==> src/rtl/pwm_ramp_ctrl.sv <==
// Sequences period/duty updates for pwmGen: new period only on a PWM period boundary, duty ramped in STEP_US steps.
// Latency: period update at next period_tick after handshake; ramp = ceil(|delta|/STEP_US)*HOLD_PERIODS periods.
// Backpressure: one target in flight, cfg_ready low outside IDLE. Soft-start stepping built only with PWM_CTRL_SOFTSTART_EN.
module pwm_ramp_ctrl #(
    parameter int CLK_PERIOD      = 10,
    parameter int DATA_WIDTH      = 16,
    parameter int STEP_US         = 1,
    parameter int HOLD_PERIODS    = 4,
    parameter int RESET_PERIOD_US = 100
) (
    input  logic                  clk,
    input  logic                  rst_n,
    input  logic                  enable,
    input  logic                  cfg_valid,
    output logic                  cfg_ready,
    input  logic [DATA_WIDTH-1:0] cfg_period,
    input  logic [DATA_WIDTH-1:0] cfg_duty,
    output logic [DATA_WIDTH-1:0] pwmPeriod,
    output logic [DATA_WIDTH-1:0] pwmDutyCycle,
    output logic                  period_tick,
    output logic                  busy,
    output logic                  done
);

    localparam int CLKS_PER_US = 1000 / CLK_PERIOD;
    localparam int PW = (CLKS_PER_US > 1) ? $clog2(CLKS_PER_US) : 1;
    localparam logic [PW-1:0] PRESC_MAX = PW'(CLKS_PER_US - 1);

    typedef enum logic [1:0] {ST_IDLE, ST_ALIGN, ST_RAMP} state_t;

    state_t                state_q, state_d;
    logic [PW-1:0]         presc_q, presc_d;
    logic [DATA_WIDTH-1:0] us_q, us_d;
    logic [DATA_WIDTH-1:0] per_q, per_d;
    logic [DATA_WIDTH-1:0] duty_q, duty_d;
    logic [DATA_WIDTH-1:0] tgt_per_q, tgt_per_d;
    logic [DATA_WIDTH-1:0] tgt_duty_q, tgt_duty_d;
    logic                  strobe, last_us, tick;

`ifdef PWM_CTRL_SOFTSTART_EN
    localparam int HW = (HOLD_PERIODS > 1) ? $clog2(HOLD_PERIODS) : 1;
    localparam logic [DATA_WIDTH-1:0] STEP = DATA_WIDTH'(STEP_US);

    logic [HW-1:0]         hold_q, hold_d;
    logic [DATA_WIDTH-1:0] diff, step_duty;
    logic                  up;

    // Saturating move toward target: never overshoots, never wraps.
    always_comb begin
        up        = tgt_duty_q > duty_q;
        diff      = up ? (tgt_duty_q - duty_q) : (duty_q - tgt_duty_q);
        step_duty = tgt_duty_q;
        if (diff > STEP) begin
            step_duty = up ? (duty_q + STEP) : (duty_q - STEP);
        end
    end
`endif

    // A zero period behaves as one microsecond so the timebase never stalls.
    assign strobe  = presc_q == PRESC_MAX;
    assign last_us = (per_q == '0) || (us_q == per_q - 1'b1);
    assign tick    = strobe && last_us;

    always_comb begin
        presc_d    = strobe ? '0 : presc_q + 1'b1;
        us_d       = us_q;
        if (strobe) begin
            us_d = last_us ? '0 : us_q + 1'b1;
        end
        state_d    = state_q;
        per_d      = per_q;
        duty_d     = duty_q;
        tgt_per_d  = tgt_per_q;
        tgt_duty_d = tgt_duty_q;
`ifdef PWM_CTRL_SOFTSTART_EN
        hold_d     = hold_q;
`endif
        if (!enable) begin
            state_d = ST_IDLE;
            duty_d  = '0;
        end else begin
            case (state_q)
                ST_IDLE: begin
                    if (cfg_valid) begin
                        tgt_per_d  = cfg_period;
                        tgt_duty_d = (cfg_duty > cfg_period) ? cfg_period : cfg_duty;
                        state_d    = ST_ALIGN;
                    end
                end
                ST_ALIGN: begin
                    if (tick) begin
                        per_d   = tgt_per_q;
                        us_d    = '0;
                        presc_d = '0;
`ifdef PWM_CTRL_SOFTSTART_EN
                        hold_d  = '0;
                        duty_d  = (duty_q > tgt_per_q) ? tgt_per_q : duty_q;
`else
                        duty_d  = tgt_duty_q;
`endif
                        state_d = ST_RAMP;
                    end
                end
                ST_RAMP: begin
                    if (duty_q == tgt_duty_q) begin
                        state_d = ST_IDLE;
                    end
`ifdef PWM_CTRL_SOFTSTART_EN
                    else if (tick) begin
                        if (hold_q == HW'(HOLD_PERIODS - 1)) begin
                            hold_d = '0;
                            duty_d = step_duty;
                        end else begin
                            hold_d = hold_q + 1'b1;
                        end
                    end
`endif
                end
                default: state_d = ST_IDLE;
            endcase
        end
    end

    always_ff @(posedge clk) begin
        if (!rst_n) begin
            state_q    <= ST_IDLE;
            presc_q    <= '0;
            us_q       <= '0;
            per_q      <= DATA_WIDTH'(RESET_PERIOD_US);
            duty_q     <= '0;
            tgt_per_q  <= '0;
            tgt_duty_q <= '0;
`ifdef PWM_CTRL_SOFTSTART_EN
            hold_q     <= '0;
`endif
        end else begin
            state_q    <= state_d;
            presc_q    <= presc_d;
            us_q       <= us_d;
            per_q      <= per_d;
            duty_q     <= duty_d;
            tgt_per_q  <= tgt_per_d;
            tgt_duty_q <= tgt_duty_d;
`ifdef PWM_CTRL_SOFTSTART_EN
            hold_q     <= hold_d;
`endif
        end
    end

    assign pwmPeriod    = per_q;
    assign pwmDutyCycle = duty_q;
    assign period_tick  = rst_n && tick;
    assign busy         = state_q != ST_IDLE;
    assign cfg_ready    = rst_n && enable && (state_q == ST_IDLE);
    assign done         = rst_n && enable && (state_q == ST_RAMP) && (duty_q == tgt_duty_q);

endmodule

==> config.mk <==
export PLATFORM = sky130hd
export DESIGN_NAME = pwm_ramp_ctrl
export DESIGN_NICKNAME = d
export VERILOG_FILES = /design/src/rtl/pwm_ramp_ctrl.sv
export SDC_FILE = /design/constraint.sdc
export NUM_CORES = 1
export LEC_CHECK = 0
export BUFFER_PORTS_ARGS = -buffer_cell sky130_fd_sc_hd__buf_2
export CORE_MARGIN = 10
export CORE_UTILIZATION = 61
export DETAILED_ROUTE_END_ITERATION = 6
export PLACE_DENSITY = 0.85
export SETUP_SLACK_MARGIN = 0.3
export SYNTH_ARGS = -nofsm -noshare
export SYNTH_HDL_FRONTEND = slang
export SYNTH_SLANG_ARGS = --single-unit
==> constraint.sdc <==
create_clock -name clk -period 5.8 [get_ports clk]
set_input_delay 1.45 -clock clk [delete_from_list [all_inputs] [get_ports clk]]
set_output_delay 1.45 -clock clk [all_outputs]
set_load 0.01 [all_outputs]
# Word-level counts from Yosys, hierarchy flattened
# Index checks and enable logic that the tools add are counted.
# totals
register_bits	89
input_bits	36
output_inout_bits	36
# classes
n_addsub	3
magnitude_cmp	1
reduce_logical	15
mux	14
eq_ne	8
# ops
op	n
two-way mux 16 bit	6
== test 16 bit	2
two-way mux 7 bit	4
adder 16 x 1 -> 16 bit, second input constant	1
> comparator 16 bit	1
logical NOT 16 bit	1
subtractor 16 x 1 -> 16 bit, second input constant	1
AND reduction 3 bit	3
adder 7 x 1 -> 7 bit, second input constant	1
== test 7 bit, second input constant	1
logical AND 1 bit	6
two-way mux 2 bit	3
inequality test 2 bit, second input constant	3
one-hot mux 2 bit (3 select lines)	1
AND reduction 2 bit	2
== test 2 x 1 -> 1 bit, second input constant	1
== test 2 bit, second input constant	1
logical NOT 2 bit	1
nonzero test 2 bit	1
logical OR 1 bit	1

# Logic depth before layout (Yosys ltp)
# Gate-level depths: netlist of run 1.
# depth
word_depth	8
depth_mapped	12
depth_no_buf	10

# Worst setup path after synthesis of run 1
# OpenSTA, ideal clock, no wires.
# synth_timing
path_type	flip-flop to output port
from	register per_q[0], in the netlist pwmPeriod[0]
to	output port period_tick
arrival_time_ns	2.673
t_required_ns	4.350
setup_slack_ns	1.677
path_stages_with_launch	10
path_buffers	0
path_cell_list	dfxtp_1 > inv_1 > ha_1 > nor3b_1 > and4_1 > o22ai_1 > or4_4 > o41ai_4 > nand2_1 > nor2_1
# synth_between
elab_chain_cells	5
word_cells_on_any_way	6
# synth_rtl
item	line	text
from (decl)	34	logic [DATA_WIDTH-1:0] per_q, per_d;
from (signal assigned)	129	per_q <= DATA_WIDTH'(RESET_PERIOD_US);
from (signal assigned)	140	per_q <= per_d;
subtractor 16 x 1 -> 16 bit	61	assign last_us = (per_q == '0) || (us_q == per_q - 1'b1);
== test 16 bit	61	
logical OR 1 bit (*)	61	
logical AND 1 bit (*)	62	assign tick = strobe && last_us;
logical AND 1 bit (*)	152	assign period_tick = rst_n && tick;
to (decl)	20	output logic period_tick,
# Mark *: on every way between the ends. The rest lies on a longest branch, timed or not.

# Worst setup path after layout of run 1
# Same ends and word-level chain as after synthesis.

==> impl_metrics.csv, run 1 <==
group,metric,value,unit
cts,htreeDepth,3,
timing,whs,448,ps
timing,relSlewSlack,36.6,%
global_routing,use_met3,5.51,%
floorplan,die_w,107,um
synth,yosys.area.top_type,"dfxtp_1",
run_status,status,"finished, final reports clean",
worst_setup_path,slowest_delay,670,ps
worst_setup_path,path_class,"reg -> out",
global_routing,grt_start_max_net_pins,49,
worst_hold_path,min_path_type,"reg -> reg",
global_routing,overflow,0,
global_routing,grt-busiest-layer,"met2",
finish,antenna_cells,0,
cts,hold_buffers,0,
synth,synth.distinct_cells,48,
pwr,power.leakage,2.40,nW
timing,fmax,197,MHz
worst_setup_path,worstPathRequired,4350,ps
cts,cts_buffers,9,
place,dp_hpwl,8300,um
synth,synth-seq-cells,89,
cts,cts_sinks,89,
worst_setup_path,r2r_cells,10,
pwr,powerDensity,233,nW/um^2
timing,fin_skew,14.5,ps
worst_setup_path,cpLargestDelayFamily,"simple AND/OR/NAND/NOR gates",
worst_setup_path,end_kind,"output port",
worst_setup_path,cp.arrival,3630,ps
cts,clkLatencyLatePin,380,ps
timing,finalSetupViolations,0,
global_routing,met1_usage,22.8,%
cts,clkTransAtPathRegs,90,ps
finish,fill_cells,581,
cts,clock_path_buffers,2,
floorplan,coreArea,7330,um^2
timing,fin_tns_setup,0,ps
global_routing,grt_usage,19.3,%
drt,drt_iter0_markers,256,
synth,ys_async_sr_fraction,0,%
synth,synth_cells,529,
global_routing,met2_usage,33.1,%
synth,synth_top_area_share,38.4,%
timing,worstMarginPinSlew,950,ps
drt,drt_first_pass_iters,5,
timing,fin_crit,5080,ps
synth,synth_warnings,0,
synth,syn_avg_cell_area,8.76,um^2
worst_setup_path,r2r_slack,1620,ps
finish,drive_gt1_share,16.9,%
worst_setup_path,worstSetupStartpoint,"pwmPeriod[0]$_SDFFE_PN0P_",
synth,synth_area,4630,um^2
drt,vias,3907,
finish,final_nets,644,
floorplan,die_area,11500,um^2
cts,cts_tree,"done",
global_routing,grt_pass1_vias,3907,
synth,ys_top_cells_by_area,"dfxtp_1 (38%), mux2i_1 (11%), xor2_1 (7.2%)",
place,placedCellCount,676,
global_routing,antenna_found_initial,0,
run,cap_violations,0,
timing,post-route-period-util,87.6,%
worst_setup_path,crit_chain,"inv_1 > ha_1 > nor3b_1 > and4_1 > o22ai_1 > or4_4 > o41ai_4 > nand2_1 > nor2_1 > buf_2",
synth,synth_nets,585,
drt,vias_per_cell,5.65,
floorplan,start_util,63.2,%
timing,slew_violations,0,
pwr,peakVddDrop,0.171,mV
synth,synth-edff-count,0,
pwr,p_total,1.22,mW
timing,rsz0062_at_grt,"false",
drt,wl_per_cell,15.9,um
place,numPortBuffers,71,
finish,fin_cells,692,
place,gp_congestion,0.879,
finish,syn_to_final_growth,12.3,%
global_routing,grt_pass1_wl,18300,um
cts,root_buffer,"clkbuf_8",
worst_setup_path,regToRegStartpoint,"pwmPeriod[0]$_SDFFE_PN0P_",
worst_setup_path,critPathBufInv,2,
drt,drc_errors,0,
worst_setup_path,cp_num_cells,10,
floorplan,rows,31,
worst_setup_path,cp-start-kind,"flop",
worst_setup_path,cp_slowest_cell,"nor3b_1",
synth,synth_flop_cell,"dfxtp_1",
floorplan,ios,72,
drt,ant_nets,0,
timing,hold_violations,0,
worst_setup_path,setup.worst_path.end,"period_tick",
floorplan,fp.dieH,107,um
cts,cts_setup_buffers,0,
drt,routed_wl,11000,um
synth,synth.yosys.seq_area_share,38.4,%
worst_setup_path,r2r-end,"pwmDutyCycle[10]$_SDFFE_PN0P_",
worst_setup_path,crit_fanout,7,
cts,post_cts_resized,0,
==> where the power goes <==
part / switching [mW] / total [mW] / leakage, nW / internal (mW)
Combinational: 0.0664 / 0.114 / 1.57 / 0.0475
Clock: 0.249 / 0.462 / 0.108 / 0.213
Sequential: 0.0135 / 0.640 / 0.722 / 0.626
==> sequential cells by signal, summed over array words and instances, names as in the netlist <==
signal,cells
presc_q,7
pwmDutyCycle,16
pwmPeriod,16
state_q,2
tgt_duty_q,16
tgt_per_q,16
us_q,16
==> layer usage <==
layer | share of wire (%) | routed length (um) | up-vias
met5 | 0 | 0 | -
met4 | 1.1 | 121 | 0
met3 | 5.7 | 630 | 11
met2 | 49 | 5390 | 102
met1 | 44 | 4890 | 1846
li1 | - | - | 1948
==> logic make-up after synthesis <==
family | synth area share, %
simple gates | 19.2
flops | 38.4
compound gates | 10.6
xor+xnor | 10.5
buf+inv | 5.24
mux | 10.6
fa+ha+maj | 5.40
==> area by class of cell <==
cell class | count | area [um^2] | share of cell area (%)
tap | 99 | 124 | 2.38
clock inverter | 7 | 91.3 | 1.75
clock buffer | 9 | 124 | 2.38
sequential | 89 | 1780 | 34.2
timing repair buffer | 75 | 385 | 7.40
multi-input combinational | 389 | 2610 | 50.1
inverter | 24 | 90.1 | 1.73
==> how the worst min path moves through the flow <==
stage | endpoint | slack (ps) | cells past startpoint | from
floorplan | presc_q[0]$_SDFF_PN0_ | 420 | 1 | presc_q[0]$_SDFF_PN0_
global placement | presc_q[0]$_SDFF_PN0_ | 430 | 1 | presc_q[0]$_SDFF_PN0_
detailed placement | presc_q[0]$_SDFF_PN0_ | 440 | 1 | presc_q[0]$_SDFF_PN0_
CTS | presc_q[0]$_SDFF_PN0_ | 460 | 1 | presc_q[0]$_SDFF_PN0_
global route | tgt_per_q[6]$_SDFFE_PN0P_ | 480 | 2 | tgt_per_q[6]$_SDFFE_PN0P_
finish | presc_q[0]$_SDFF_PN0_ | 450 | 1 | presc_q[0]$_SDFF_PN0_
==> placed cells by master (no fill, tap or decap), types with 3 or more instances in the layout <==
master / netlist / layout
nor4b_1: 5 / 5
buf_2: 1 / 71
and4_1: 3 / 3
o21ai_0: 20 / 20
xnor2_1: 15 / 15
a21o_1: 3 / 3
nor3_1: 6 / 6
a31oi_1: 3 / 3
inv_8: 0 / 4
ha_1: 20 / 20
inv_1: 24 / 24
mux2i_1: 49 / 49
dfxtp_1: 89 / 89
nand4_1: 11 / 11
xor2_1: 38 / 38
nand3_1: 13 / 13
nand2_1: 50 / 50
nor2_1: 68 / 68
buf_4: 1 / 4
clkbuf_8: 0 / 9
and3_1: 7 / 7
nor4_1: 7 / 7
a21oi_1: 40 / 40
==> metrics by stage <==
step           utilization [%]  worst slack [ps]  area [um^2]
5_1_grt                   71.0               477         5210
2_1_floorplan                -              1680         4630
3_5_place_dp              68.1              1190         4990
4_1_cts                   71.0               777         5210
3_3_place_gp              68.1              1360         4990
6_report                  71.0               718         5210
==> Yosys cell counts, types with 3 or more instances <==
cell       n
a21o_1     3
a21oi_1   40
a31oi_1    3
and3_1     7
and4_1     3
buf_6      4
clkbuf_1  19
dfxtp_1   89
ha_1      20
inv_1     24
mux2i_1   49
nand2_1   50
nand3_1   13
nand4_1   11
nor2_1    68
nor3_1     6
nor4_1     7
nor4b_1    5
o21ai_0   20
xnor2_1   15
xor2_1    38
Note: power is estimated with default switching activity, not from simulation.
==> run 2, diff against run 1 <==
==> constraint.sdc (replaced) <==
create_clock -name clk -period 5.8 [get_ports clk]
set_input_delay 1.45 -clock clk [delete_from_list [all_inputs] [get_ports clk]]
set_output_delay 1.45 -clock clk [all_outputs]
set_load 0.1 [all_outputs]
==> run 2 against run 1 <==
Clock power barely moved. Design area grew 0.22%. Utilization up 0.15 points. Clock skew rose by 3.9 ps. Non-clock buffer count decreased by 1. Fmax is essentially flat. Power grew 0.55%. Combinational power rose by 4%. Sequential power is essentially flat. Cell count is 0.14% lower. Sequential share of layout area down 0.074 points. Hold slack improved by 11 ps. Critical endpoint unchanged. Largest power group unchanged. Highest routed layer unchanged.
==> impl_metrics.csv, run 2 (same netlist as run 1, synthesis figures left out) <==
group,metric,value,unit
drt,drt_first_pass_iters,5,
worst_hold_path,min_path_type,"reg -> reg",
floorplan,start_util,63.2,%
finish,antenna_cells,0,
finish,syn_to_final_growth,12.6,%
worst_setup_path,r2r_cells,10,
pwr,powerDensity,234,nW/um^2
worst_setup_path,r2r_slack,1870,ps
place,gp_congestion,0.894,
timing,finalSetupViolations,0,
place,dp_hpwl,8270,um
worst_setup_path,slowest_delay,500,ps
worst_hold_path,hold_depth,1,
drt,vias_per_cell,5.63,
run_status,status,"finished, final reports clean",
cts,htreeDepth,3,
timing,fin_crit,5080,ps
floorplan,ios,72,
global_routing,grt_usage,19.0,%
timing,worstMarginPinSlew,1130,ps
pwr,peakVddDrop,0.156,mV
worst_setup_path,r2r-end,"pwmDutyCycle[8]$_SDFFE_PN0P_",
cts,root_buffer,"clkbuf_8",
global_routing,grt_pass1_vias,3729,
floorplan,fp.dieH,107,um
worst_setup_path,cp-start-kind,"flop",
timing,fin_tns_setup,0,ps
run,cap_violations,0,
worst_setup_path,end_kind,"output port",
cts,clock_path_buffers,2,
worst_setup_path,crit_fanout,7,
global_routing,grt_start_max_net_pins,49,
timing,fin_ws,719,ps
worst_setup_path,cp.arrival,3630,ps
place,numPortBuffers,71,
drt,wl_per_cell,15.8,um
finish,drive_gt1_share,17.2,%
cts,hold_buffers,0,
finish,final_cell_mix,"dfxtp_1 (89), buf_2 (71), nor2_1 (67), nand2_1 (50), mux2i_1 (49)",
drt,ant_nets,0,
worst_setup_path,cp_slowest_cell,"or4_4",
timing,rsz0062_at_grt,"false",
cts,clkLatencyLatePin,380,ps
finish,final_nets,643,
worst_hold_path,holdPathEnd,"presc_q[0]$_SDFF_PN0_",
pwr,p_total,1.22,mW
worst_setup_path,regToRegStartpoint,"pwmPeriod[0]$_SDFFE_PN0P_",
floorplan,die_w,107,um
floorplan,rows,31,
global_routing,grt_pass1_wl,17900,um
pwr,power.leakage,2.40,nW
worst_setup_path,worstPathRequired,4350,ps
worst_setup_path,path_class,"reg -> out",
cts,cts_tree,"done",
finish,layout.cells.most_common,"dfxtp_1",
cts,cts_setup_buffers,0,
timing,fin_skew,18.4,ps
drt,vias,3892,
cts,cts_sinks,89,
drt,drc_errors,0,
cts,cts_buffers,9,
cts,clkTransAtPathRegs,100,ps
worst_hold_path,hold_start,"presc_q[0]$_SDFF_PN0_",
place,dp_slack,985,ps
timing,fmax,197,MHz
drt,drt_iter0_markers,150,
timing,relSlewSlack,24.4,%
worst_setup_path,crit_chain,"inv_1 > ha_1 > o21ba_2 > a221oi_1 > o22ai_1 > or4_4 > o41ai_4 > nand2_1 > nor2_2 > buf_2",
floorplan,coreArea,7330,um^2
drt,routed_wl,10900,um
global_routing,overflow,0,
global_routing,antenna_found_initial,0,
timing,slew_violations,0,
floorplan,die_area,11500,um^2
timing,hold_violations,0,
timing,post-route-period-util,87.6,%
run 2: repair_timing:
item / CTS / global route
setup endpoints to repair: 0 / 1
hold endpoints to repair: 0 / 0
resized for setup: 0 / 1
run 2: per-layer routing:
metal,global-route usage [%],wire length [um],vias up
met5,0,0,-
met4,7.64,267,0
met3,4.19,563,21
met2,30.8,5130,114
met1,23.8,4950,1818
li1,-,-,1939
run 2: metrics by stage:
stage	instance area [um^2]	instances	hold slack [ps]	utilization, %
after global routing	5220	691	479	71.2
after CTS	5210	691	460	71.1
after detailed placement	4990	675	442	68.1
after global placement	4990	675	431	68.1
after floorplan	4640	529	418	-
final	5220	691	460	71.2
run 2: final cells by class:
cell class	instances	area (um^2)
well taps	99	124
fillers	558	2110
inverters	24	90.1
flip-flops and latches	89	1780
clock buffers	9	124
clock inverters	7	96.3
multi-input cells	389	2620
repair buffers	74	378
run 2: worst max path at each step:
| stage | start | to | slack, ps | depth (start not counted) |
|---|---|---|---|---|
| after floorplan | pwmPeriod[0]$_SDFFE_PN0P_ | period_tick | 430 | 9 |
| after global placement | pwmPeriod[0]$_SDFFE_PN0P_ | period_tick | 1030 | 10 |
| after detailed placement | pwmPeriod[0]$_SDFFE_PN0P_ | period_tick | 990 | 10 |
| after CTS | pwmPeriod[0]$_SDFFE_PN0P_ | period_tick | 510 | 10 |
| after global routing | pwmPeriod[0]$_SDFFE_PN0P_ | period_tick | 500 | 10 |
| final | pwmPeriod[0]$_SDFFE_PN0P_ | period_tick | 720 | 10 |
run 2: critical path: cells and delay by family, from the launching register on:
family | cells | cell delay (ps)
and+or+nand+nor | 3 | 760
AOI/OAI and AO/OA | 4 | 1180
buffers and inverters | 2 | 550
DFF | 1 | 470
adders and majority gates | 1 | 290
run 2: power by group:
group          switching [mW]  internal, mW
sequential             0.0143         0.626
clock                   0.251         0.213
combinational          0.0705        0.0472
total                   0.336         0.887
